**src/rtl/regfile_pkg.sv**
```systemverilog
// rtl/regfile_pkg.sv - shared register-file widths and writeback grant encoding
package regfile_pkg;

    localparam int DATA_W = 32;
    localparam int ADDR_W = 5;

    localparam logic [ADDR_W-1:0] REG_ZERO = '0;

    typedef enum logic [1:0] {
        GNT_NONE = 2'd0,
        GNT_A    = 2'd1,
        GNT_B    = 2'd2
    } gnt_e;

endpackage

```
**src/rtl/regfile_wb_age_counter.sv**
```systemverilog
// rtl/regfile_wb_age_counter.sv - saturating refusal counter that flags a starved writeback source
module regfile_wb_age_counter #(
    parameter int MAX_WAIT = 4,
    parameter int CNT_W    = 3
) (
    input  logic clk,
    input  logic rst_n,
    input  logic en,
    input  logic clr,
    input  logic frz,
    output logic sat
);

    localparam logic [CNT_W-1:0] AGE_MAX = CNT_W'(MAX_WAIT);

    logic [CNT_W-1:0] age;

    // Count refusals; freeze wins over clear so a held pipeline keeps its history.
    always_ff @(posedge clk or negedge rst_n) begin
        if (!rst_n) begin
            age <= '0;
        end else if (!frz) begin
            if (clr) begin
                age <= '0;
            end else if (en && (age != AGE_MAX)) begin
                age <= age + 1'b1;
            end
        end
    end

    assign sat = (age == AGE_MAX);

endmodule

```
**src/rtl/regfile_wb_arbiter.sv**
```systemverilog
// rtl/regfile_wb_arbiter.sv - two-source writeback arbiter with a registered regfile write stage
module regfile_wb_arbiter #(
    parameter int DATA_W   = 32,
    parameter int ADDR_W   = 5,
    parameter int MAX_WAIT = 4,
    parameter int CNT_W    = 3
) (
    input  logic              clk,
    input  logic              rst_n,
    input  logic              hold,
    input  logic              a_valid,
    input  logic [ADDR_W-1:0] a_reg,
    input  logic [DATA_W-1:0] a_data,
    output logic              a_ready,
    input  logic              b_valid,
    input  logic [ADDR_W-1:0] b_reg,
    input  logic [DATA_W-1:0] b_data,
    output logic              b_ready,
    output logic              wr_en,
    output logic [ADDR_W-1:0] wr_reg,
    output logic [DATA_W-1:0] wr_data,
    output logic              fwd_valid,
    output logic [ADDR_W-1:0] fwd_reg,
    output logic [DATA_W-1:0] fwd_data,
    output logic              b_starved
);

    import regfile_pkg::*;

    localparam logic [ADDR_W-1:0] ZERO_REG = ADDR_W'(REG_ZERO);

    gnt_e              gnt;
    logic [ADDR_W-1:0] win_reg;
    logic [DATA_W-1:0] win_data;
    logic              age_en;
    logic              age_clr;

    // Pick at most one winner: starved B first, then A, then B; hold blocks everything.
    always_comb begin
        gnt = GNT_NONE;
        if (!hold) begin
            if (b_starved && b_valid) begin
                gnt = GNT_B;
            end else if (a_valid) begin
                gnt = GNT_A;
            end else if (b_valid) begin
                gnt = GNT_B;
            end
        end
    end

    assign a_ready = (gnt == GNT_A);
    assign b_ready = (gnt == GNT_B);

    // Route the winner's destination and data towards the stage.
    always_comb begin
        win_reg  = a_reg;
        win_data = a_data;
        if (gnt == GNT_B) begin
            win_reg  = b_reg;
            win_data = b_data;
        end
    end

    // B ages while it waits unserved; any B transfer or B going idle resets its age.
    assign age_en  = b_valid && (gnt != GNT_B);
    assign age_clr = !b_valid || (gnt == GNT_B);

    regfile_wb_age_counter #(
        .MAX_WAIT (MAX_WAIT),
        .CNT_W    (CNT_W)
    ) u_age (
        .clk   (clk),
        .rst_n (rst_n),
        .en    (age_en),
        .clr   (age_clr),
        .frz   (hold),
        .sat   (b_starved)
    );

    // Stage the granted write; writes to $0 are consumed but never issued.
    always_ff @(posedge clk or negedge rst_n) begin
        if (!rst_n) begin
            wr_en   <= 1'b0;
            wr_reg  <= '0;
            wr_data <= '0;
        end else if (gnt != GNT_NONE) begin
            wr_en   <= (win_reg != ZERO_REG);
            wr_reg  <= win_reg;
            wr_data <= win_data;
        end else begin
            wr_en   <= 1'b0;
        end
    end

    assign fwd_valid = wr_en;
    assign fwd_reg   = wr_reg;
    assign fwd_data  = wr_data;

endmodule

```
**config.mk**
```make
export PLATFORM = sky130hd
export DESIGN_NAME = regfile_wb_arbiter
export DESIGN_NICKNAME = d
export VERILOG_FILES = /design/src/rtl/regfile_pkg.sv /design/src/rtl/regfile_wb_age_counter.sv /design/src/rtl/regfile_wb_arbiter.sv
export SDC_FILE = /design/constraint.sdc
export NUM_CORES = 1
export LEC_CHECK = 0
export CORE_ASPECT_RATIO = 2
export CORE_UTILIZATION = 30
export DETAILED_ROUTE_END_ITERATION = 10
export PLACE_DENSITY = 0.7
export SLEW_MARGIN = 20
export SYNTH_ARGS = -nofsm -noshare
export SYNTH_HDL_FRONTEND = slang
export SYNTH_SLANG_ARGS = --single-unit
```
**constraint.sdc**
```tcl
create_clock -name clk -period 2.85 [get_ports clk]
set_input_delay 0.7125 -clock clk [delete_from_list [all_inputs] [get_ports clk]]
set_output_delay 0.7125 -clock clk [all_outputs]
set_load 0.005 [all_outputs]
```
==> flow_metrics.py, run 1 <==
metrics = {
    "outcome": {
        "status": "complete, no violations",
    },
    "setup_path": {
        "ff2ff_setup_slack_ps": 1070,
        "crit_end": "b_ready",
        "critPathCaptureType": "output port",
        "path_buf_inv": 3,
        "cp_data_required_time_ps": 2140,
        "timing.rr.start": "u_age.age[0]$_DFFE_PN0P_",
        "crit_top_cell": "clkdlybuf4s50_1",
        "critPathKind": "in2out",
        "crit_fanout": 2,
        "slowest_delay_ps": 490,
        "path_depth": 5,
        "startpoint": "a_valid",
        "cp-start-kind": "primary input",
        "crit_chain": "clkdlybuf4s50_1, a21boi_2, or2_4, inv_1, clkdlybuf4s50_1",
        "rr_worst_depth": 6,
        "slowest_stage": "clkdlybuf4s50_1",
        "worstPathArrival_ps": 2080,
        "critical-path-top-delay-family": "buffers and inverters",
        "r2r_end": "fwd_data[21]$_DFFE_PN0P_",
    },
    "grt": {
        "grt.busiest_layer": "met2",
        "met3_usage_pct": 2.46,
        "grt_overflow": 0,
        "grt_use_met1_pct": 18.4,
        "grt_usage_pct": 17.7,
        "antenna_found_initial": 0,
        "first_global_vias": 2077,
        "grt_pass1_wl_mm": 10.8,
        "grt_use_met2_pct": 33.5,
        "grt_max_degree": 42,
    },
    "sta": {
        "holdWs_ps": 541,
        "relSlewSlack_pct": 37.4,
        "skew_ps": 1.66,
        "setup_viol": 0,
        "tns_ps": 0,
        "min_period_ps": 2800,
        "worst_slew_pin_slew_ps": 939,
        "fmax_mhz": 357,
        "rsz0062_at_grt": "false",
        "fin_crit_sh_pct": 98.2,
        "drv_slew": 0,
        "hold_violations": 0,
    },
    "clock_network": {
        "cts_tree": "done",
        "post-cts-setup-buffers": 0,
        "insertion_delay_ps": 280,
        "clockBufferDepth": 2,
        "htree_num_levels": 2,
        "cts_buffers": 5,
        "cts-root-buf": "clkbuf_16",
        "clkSinkCount": 41,
        "clkSlewWorstSetupHoldPaths_ps": 60,
    },
    "yosys": {
        "synth_mux_area_share_pct": 0,
        "synth_ff_type": "dfrtp_1",
        "synth_top_area_cell": "dfrtp_1",
        "async_reset_ff_share_pct": 100,
        "synth-simple-area-share_pct": 14.0,
        "synth-xor-area-share_pct": 0,
        "syn-cell-area_mm2": 0.00229,
        "synth_enable_flop_cells": 0,
        "synth-adder-area-share_pct": 1.09,
        "yosysUniqueCellTypes": 29,
        "synth_top_area_share_pct": 44.9,
        "synth_seq_cells": 41,
        "yosysWarnings": 0,
        "syn_nets": 286,
        "synth_cells": 205,
        "syn_area_per_cell_um2": 11.2,
        "synthTopCellsByArea": "dfrtp_1, o221a_2, buf_4",
        "synth-compound-area-share_pct": 22.4,
        "synth_top_family_by_area": "compound AO/OA/AOI/OAI gates",
        "ys_seq_area_share_pct": 44.9,
    },
    "floorplan": {
        "start_util_pct": 31.2,
        "row_count": 44,
        "io_pins": 158,
        "dieArea_mm2": 0.00799,
        "fp.dieW_um": 63.7,
        "die_h_um": 125,
        "core_mm2": 0.00732,
    },
    "cells_and_area": {
        "synthToLayoutAreaGrowth_pct": 68.1,
        "final_cells": 420,
        "antenna_cells": 0,
        "final_nets": 408,
        "largest_reg_flops": 32,
        "nFillCells": 675,
        "drive_gt1_share_pct": 16.2,
        "fin_area_mm2": 0.00384,
    },
    "place": {
        "place_inst": 412,
        "gp_congestion": 0.741,
        "port_buffers": 157,
        "place_area_mm2": 0.00368,
        "dpl.hpwl_mm": 5.13,
    },
    "drt": {
        "via_per_inst": 4.80,
        "dr.first_iter.drc_count": 145,
        "via_count": 2017,
        "final_antenna_net_count": 0,
        "dr.pass1.iters": 5,
        "drcViolationCount": 0,
        "wire_per_inst_um": 16.2,
        "wl_mm": 6.78,
    },
    "power_and_ir_drop": {
        "p_per_area_mw_per_mm2": 494,
        "leakage_nw": 1.55,
        "ir_worst_vdd_v": 0.000276,
    },
    "hold_path": {
        "hp-class": "reg2reg",
    },
    "run": {
        "cap_violations": 0,
    },
}
timing repair:
action | 4_1_cts | 5_1_grt
hold buffers | 0 | 0
setup endpoints to repair | 0 | 2
gates resized for setup | 0 | 1
synthesized netlist by cell type (2+ instances only):
master	n
o221a_2	29
nor2_1	3
nand2b_1	23
buf_2	3
nand2_1	8
buf_6	4
o221a_1	3
o211ai_1	10
dfrtp_1	41
buf_4	38
ha_1	2
clkbuf_1	6
o31ai_1	2
inv_1	9
or2b_1	10
worst min path at each step:
| stage | start | cells past startpoint | to |
|---|---|---|---|
| after detailed placement | u_age.age[1]$_DFFE_PN0P_ | 2 | u_age.age[1]$_DFFE_PN0P_ |
| after global routing | u_age.age[0]$_DFFE_PN0P_ | 1 | u_age.age[0]$_DFFE_PN0P_ |
| after floorplan | rst_n | 0 | fwd_data[0]$_DFFE_PN0P_ |
| after global placement | u_age.age[0]$_DFFE_PN0P_ | 1 | u_age.age[0]$_DFFE_PN0P_ |
| final | u_age.age[0]$_DFFE_PN0P_ | 1 | u_age.age[0]$_DFFE_PN0P_ |
| after CTS | u_age.age[0]$_DFFE_PN0P_ | 1 | u_age.age[0]$_DFFE_PN0P_ |
routing by layer:
| metal | vias to the layer above | share of wire, % |
|---|---|---|
| li1 | 944 | - |
| met1 | 972 | 36 |
| met2 | 89 | 57 |
| met3 | 12 | 4.2 |
| met4 | 0 | 2.7 |
| met5 | - | 0 |
placed cells by master (no fill, tap or decap), types with 2 or more instances in the layout:
cell | Yosys | final
o221a_2 | 29 | 29
o221a_1 | 3 | 3
or2b_1 | 10 | 10
buf_4 | 38 | 8
ha_1 | 2 | 2
dfrtp_1 | 41 | 41
o211ai_1 | 10 | 10
clkbuf_8 | 0 | 2
nand2b_1 | 23 | 23
clkdlybuf4s50_1 | 0 | 155
o31ai_1 | 2 | 2
nand2_1 | 8 | 8
clkbuf_16 | 0 | 5
inv_1 | 9 | 9
nor2_1 | 3 | 3
final cells by class:
type / instances / area (um2) / area share (%)
Clock inverter: 1 / 5.00 / 0.130
Inverter: 9 / 33.8 / 0.879
Timing Repair Buffer: 166 / 1650 / 42.9
Clock buffer: 7 / 153 / 3.97
Multi-Input combinational cell: 104 / 862 / 22.4
Sequential cell: 41 / 1030 / 26.7
Tap cell: 92 / 115 / 2.99
where the power goes:
group          internal, mW  total (mW)  switching, mW
registers             0.656       0.716         0.0605
clock network         0.370       0.578          0.208
logic                 0.433       0.606          0.173
worst register-to-register path, stage by stage (launching register included):
cell and delay (ps):
dfrtp_1 410, inv_1 70, ha_1 240, a21boi_2 90, or2_4 250, buf_4 270, o221a_2 340
stage by stage:
stage	setup slack, ps	utilization [%]	power [mW]
detailed placement	23.9	50.3	1.34
floorplan	511	-	0.982
CTS	23.9	52.5	1.93
finish	52.7	52.5	1.90
global placement	25.8	50.3	1.33
global route	3.07	52.5	2.00
kinds of logic after synthesis:
group / count (synthesis)
AOI/OAI and AO/OA: 50
buffers and inverters: 60
DFF: 41
and+or+nand+nor: 52
adders and majority gates: 2
Power figures use the tool's default switching activity.
==> inputs of run 2 (changes only) <==
ABC_CLOCK_PERIOD_IN_PS = 3500   (was unset)
clock period = 3.5 ns   (was 2.85 ns; I/O delays follow)
==> run 2 against run 1 <==
Count of clock-buffer cells in the layout down 1. Routed wire length up 1.4%. Non-clock buffer count decreased by 1. Sequential share of layout area is essentially flat. Largest power group unchanged.
==> flow_metrics.py, run 2 (synthesis gave the netlist of run 1 again) <==
metrics = {
    "outcome": {
        "status": "complete, no violations",
    },
    "sta": {
        "min_period_ps": 3190,
        "fmax_mhz": 313,
        "setup_viol": 0,
        "tns_ps": 0,
        "holdWs_ps": 532,
        "skew_ps": 2.78,
        "drv_slew": 0,
        "rsz0062_at_grt": "false",
        "fin_crit_sh_pct": 91.2,
        "relSlewSlack_pct": 32.4,
        "worst_slew_pin_slew_ps": 1010,
        "setup_slack_ps": 310,
        "hold_violations": 0,
    },
    "place": {
        "place_inst": 411,
        "dpl.hpwl_mm": 5.17,
        "port_buffers": 157,
        "place_area_mm2": 0.00366,
        "gp_congestion": 0.732,
        "pre_cts_ws_ps": 304,
    },
    "grt": {
        "grt.busiest_layer": "met2",
        "antenna_found_initial": 0,
        "first_global_vias": 2047,
        "grt_overflow": 0,
        "grt_use_met2_pct": 33.9,
        "grt_pass1_wl_mm": 10.6,
        "grt_max_degree": 42,
        "met3_usage_pct": 3.01,
        "grt_usage_pct": 17.5,
        "grt_use_met1_pct": 17.3,
    },
    "power_and_ir_drop": {
        "leakage_nw": 1.53,
        "ir_worst_vdd_v": 0.000217,
        "design_power_total_mw": 1.62,
        "p_per_area_mw_per_mm2": 422,
    },
    "clock_network": {
        "cts-root-buf": "clkbuf_16",
        "clkSinkCount": 41,
        "cts_resized": 0,
        "cts_hold_buf": 0,
        "clockBufferDepth": 2,
        "insertion_delay_ps": 280,
        "htree_num_levels": 2,
        "cts_tree": "done",
        "post-cts-setup-buffers": 0,
        "clkSlewWorstSetupHoldPaths_ps": 60,
        "cts_buffers": 5,
    },
    "hold_path": {
        "min-delay-start": "u_age.age[1]$_DFFE_PN0P_",
        "hp-class": "reg2reg",
    },
    "floorplan": {
        "row_count": 44,
        "dieArea_mm2": 0.00799,
        "fp.dieW_um": 63.7,
        "die_h_um": 125,
        "start_util_pct": 31.2,
        "io_pins": 158,
        "core_mm2": 0.00732,
    },
    "cells_and_area": {
        "multi_input_area_um2": 862,
        "drive_gt1_share_pct": 15.9,
        "final_nets": 407,
        "final_cells": 419,
        "final_cell_mix": "clkdlybuf4s50_1, dfrtp_1, o221a_2",
        "synthToLayoutAreaGrowth_pct": 68.0,
        "antenna_cells": 0,
        "fin_area_mm2": 0.00384,
        "nFillCells": 676,
        "largest_reg_flops": 32,
        "final_common_cell": "clkdlybuf4s50_1",
        "post-route-util_pct": 52.4,
        "register_area_mm2": 0.00103,
    },
    "drt": {
        "via_count": 1998,
        "wl_mm": 6.88,
        "final_antenna_net_count": 0,
        "dr.pass1.iters": 4,
        "via_per_inst": 4.77,
        "wire_per_inst_um": 16.4,
        "dr.first_iter.drc_count": 108,
        "drcViolationCount": 0,
    },
    "setup_path": {
        "worstPathArrival_ps": 2320,
        "timing.rr.start": "u_age.age[0]$_DFFE_PN0P_",
        "startpoint": "b_valid",
        "cp_data_required_time_ps": 2620,
        "critPathKind": "in2out",
        "crit_fanout": 8,
        "cp-start-kind": "primary input",
        "ff2ff_setup_slack_ps": 1580,
        "critPathCaptureType": "output port",
    },
    "run": {
        "cap_violations": 0,
    },
}
-- run 2: worst max-delay path: stages --
cell             delay (ps)
clkdlybuf4s50_1         540
nand2b_4                100
or2_4                   260
inv_1                    50
clkdlybuf4s50_1         490
-- run 2: layout make-up --
cell class	instances	share of cell area, %
repair buffers	165	42.4
flip-flops and latches	41	26.7
multi-input cells	104	22.5
clock buffers	6	3.62
well taps	92	3.00
clock inverters	2	0.978
inverters	9	0.880
-- run 2: path summary, 6_finish.rpt --
path | end | cells after the start
worst min register to register | u_age.age[1]$_DFFE_PN0P_ | 2
worst min-delay path | u_age.age[1]$_DFFE_PN0P_ | 2
worst max register to register | fwd_data[12]$_DFFE_PN0P_ | 6
worst max-delay path | b_ready | 5
max in group asynchronous | fwd_data[4]$_DFFE_PN0P_ | 1
min in group asynchronous | fwd_data[15]$_DFFE_PN0P_ | 1
-- run 2: where the power goes --
part / switching, mW / internal (mW)
Clock: 0.190 / 0.356
Sequential: 0.0496 / 0.534
Combinational: 0.140 / 0.350
Total: 0.380 / 1.24
-- run 2: per-layer routing --
layer	up-vias	part of all wire [%]	wire length [um]
met4	0	2.0	138
li1	942	-	-
met2	83	58	3990
met1	965	36	2460
met5	-	0	0
met3	8	4.3	296
==> inputs of run 3 (changes only) <==
CTS_BUF_LIST = sky130_fd_sc_hd__clkbuf_4   (was unset)
==> run 3 against run 2 <==
Via count increased by 0.65%. Die area unchanged. Critical path depth stayed put. Critical path type unchanged.
==> flow_metrics.py, run 3 (synthesis gave the netlist of run 1 again) <==
metrics = {
    "outcome": {
        "status": "complete, no violations",
    },
    "place": {
        "port_buffers": 157,
        "dpl.hpwl_mm": 5.17,
        "place_inst": 411,
        "gp_congestion": 0.732,
    },
    "cells_and_area": {
        "drive_gt1_share_pct": 15.6,
        "synthToLayoutAreaGrowth_pct": 63.8,
        "final_cells": 420,
        "final_common_cell": "clkdlybuf4s50_1",
        "final_nets": 407,
        "post-route-util_pct": 51.1,
        "final_cell_mix": "clkdlybuf4s50_1, dfrtp_1, o221a_2",
        "largest_reg_flops": 32,
    },
    "grt": {
        "first_global_vias": 2022,
        "antenna_found_initial": 1,
        "grt_usage_pct": 17.5,
        "grt_overflow": 0,
        "grt_pass1_wl_mm": 10.6,
        "grt_max_degree": 42,
    },
    "clock_network": {
        "cts_resized": 0,
        "cts_buffers": 5,
        "cts_hold_buf": 0,
        "clkSlewWorstSetupHoldPaths_ps": 120,
        "cts-root-buf": "clkbuf_4",
        "clkSinkCount": 41,
        "clockBufferDepth": 2,
        "post-cts-setup-buffers": 0,
        "insertion_delay_ps": 370,
        "cts_tree": "done",
        "htree_num_levels": 2,
    },
    "drt": {
        "via_per_inst": 4.79,
        "highest-signal-layer": "met4",
        "final_antenna_net_count": 0,
        "drcViolationCount": 0,
        "dr.pass1.iters": 4,
        "wl_mm": 6.85,
        "dr.first_iter.drc_count": 129,
        "via_count": 2011,
        "wl_met2_mm": 3.94,
        "wl_met1_mm": 2.43,
        "wl_met3_um": 318,
        "wire_per_inst_um": 16.3,
    },
    "setup_path": {
        "crit_fanout": 8,
        "crit_top_cell": "clkdlybuf4s50_1",
        "crit_chain": "clkdlybuf4s50_1, nand2b_4, or2_4, inv_1, clkdlybuf4s50_1",
        "cp_data_required_time_ps": 2620,
        "critPathKind": "in2out",
        "critPathCaptureType": "output port",
        "slowest_delay_ps": 540,
        "path_buf_inv": 3,
        "critical-path-top-delay-family": "buffers and inverters",
        "cp-start-kind": "primary input",
        "slowest_stage": "clkdlybuf4s50_1",
        "worstPathArrival_ps": 2310,
    },
    "sta": {
        "drv_slew": 0,
        "tns_ps": 0,
        "fmax_mhz": 314,
        "fin_crit_sh_pct": 91.1,
        "min_period_ps": 3190,
        "holdWs_ps": 546,
        "setup_viol": 0,
        "skew_ps": 11.3,
        "rsz0062_at_grt": "false",
        "worst_slew_pin_slew_ps": 1020,
        "hold_violations": 0,
        "relSlewSlack_pct": 32.3,
    },
    "run": {
        "cap_violations": 0,
    },
    "power_and_ir_drop": {
        "ir_worst_vdd_v": 0.000190,
        "p_per_area_mw_per_mm2": 371,
        "design_power_total_mw": 1.39,
        "leakage_nw": 1.49,
    },
    "floorplan": {
        "start_util_pct": 31.2,
        "core_mm2": 0.00732,
        "die_h_um": 125,
        "io_pins": 158,
        "dieArea_mm2": 0.00799,
        "row_count": 44,
        "fp.dieW_um": 63.7,
    },
    "hold_path": {
        "hp-class": "reg2reg",
    },
}
-- run 3: cell count changes in the layout (fill, tap and decap cells not counted) --
cell	before	now
clkinv_1	0	1
diode_2	0	1
clkbuf_4	0	5
clkbuf_16	5	0
clkbuf_8	1	0
-- run 3: worst register-to-register path: stages, from the launching register on --
cell	delay (ps)
dfrtp_1	420
inv_1	60
ha_1	250
a21boi_2	290
or2_4	190
buf_4	380
o221a_2	290
-- run 3: final cells by class --
type	count	area, um2
inverter	9	33.8
multi-input combinational	104	862
tap	92	115
fill	682	3580
antenna	1	2.50
timing repair buffer	165	1630
clock inverter	3	41.3
sequential	41	1030
clock buffer	5	37.5
-- run 3: final timing paths --
check,cells after the start,slack [ps],start,end
hold reg to reg,2,550,u_age.age[1]$_DFFE_PN0P_,u_age.age[1]$_DFFE_PN0P_
max in group asynchronous,1,2260,rst_n,fwd_reg[1]$_DFFE_PN0P_
min in group asynchronous,1,640,rst_n,fwd_data[19]$_DFFE_PN0P_
setup / recovery,5,310,b_valid,b_ready
setup reg to reg,6,1560,u_age.age[0]$_DFFE_PN0P_,fwd_data[12]$_DFFE_PN0P_
hold / removal,2,550,u_age.age[1]$_DFFE_PN0P_,u_age.age[1]$_DFFE_PN0P_
-- run 3: per-layer routing --
metal | track usage [%] | up-vias
met5 | 0 | -
met4 | 7.75 | 0
met3 | 3.47 | 10
met2 | 33.2 | 89
met1 | 17.6 | 969
li1 | - | 943
-- run 3: power by group --
part	switching, mW	internal (mW)	leakage (nW)	total, mW
registers	0.0494	0.532	0.466	0.582
logic	0.141	0.350	0.980	0.491
clock network	0.168	0.148	0.0389	0.316
-- run 3: per-stage QoR --
stage,cell area (um2),setup WS [ps]
2_1_floorplan,2290,836
3_3_place_gp,3660,317
3_5_place_dp,3660,304
4_1_cts,3740,304
5_1_grt,3740,246
6_report,3740,311
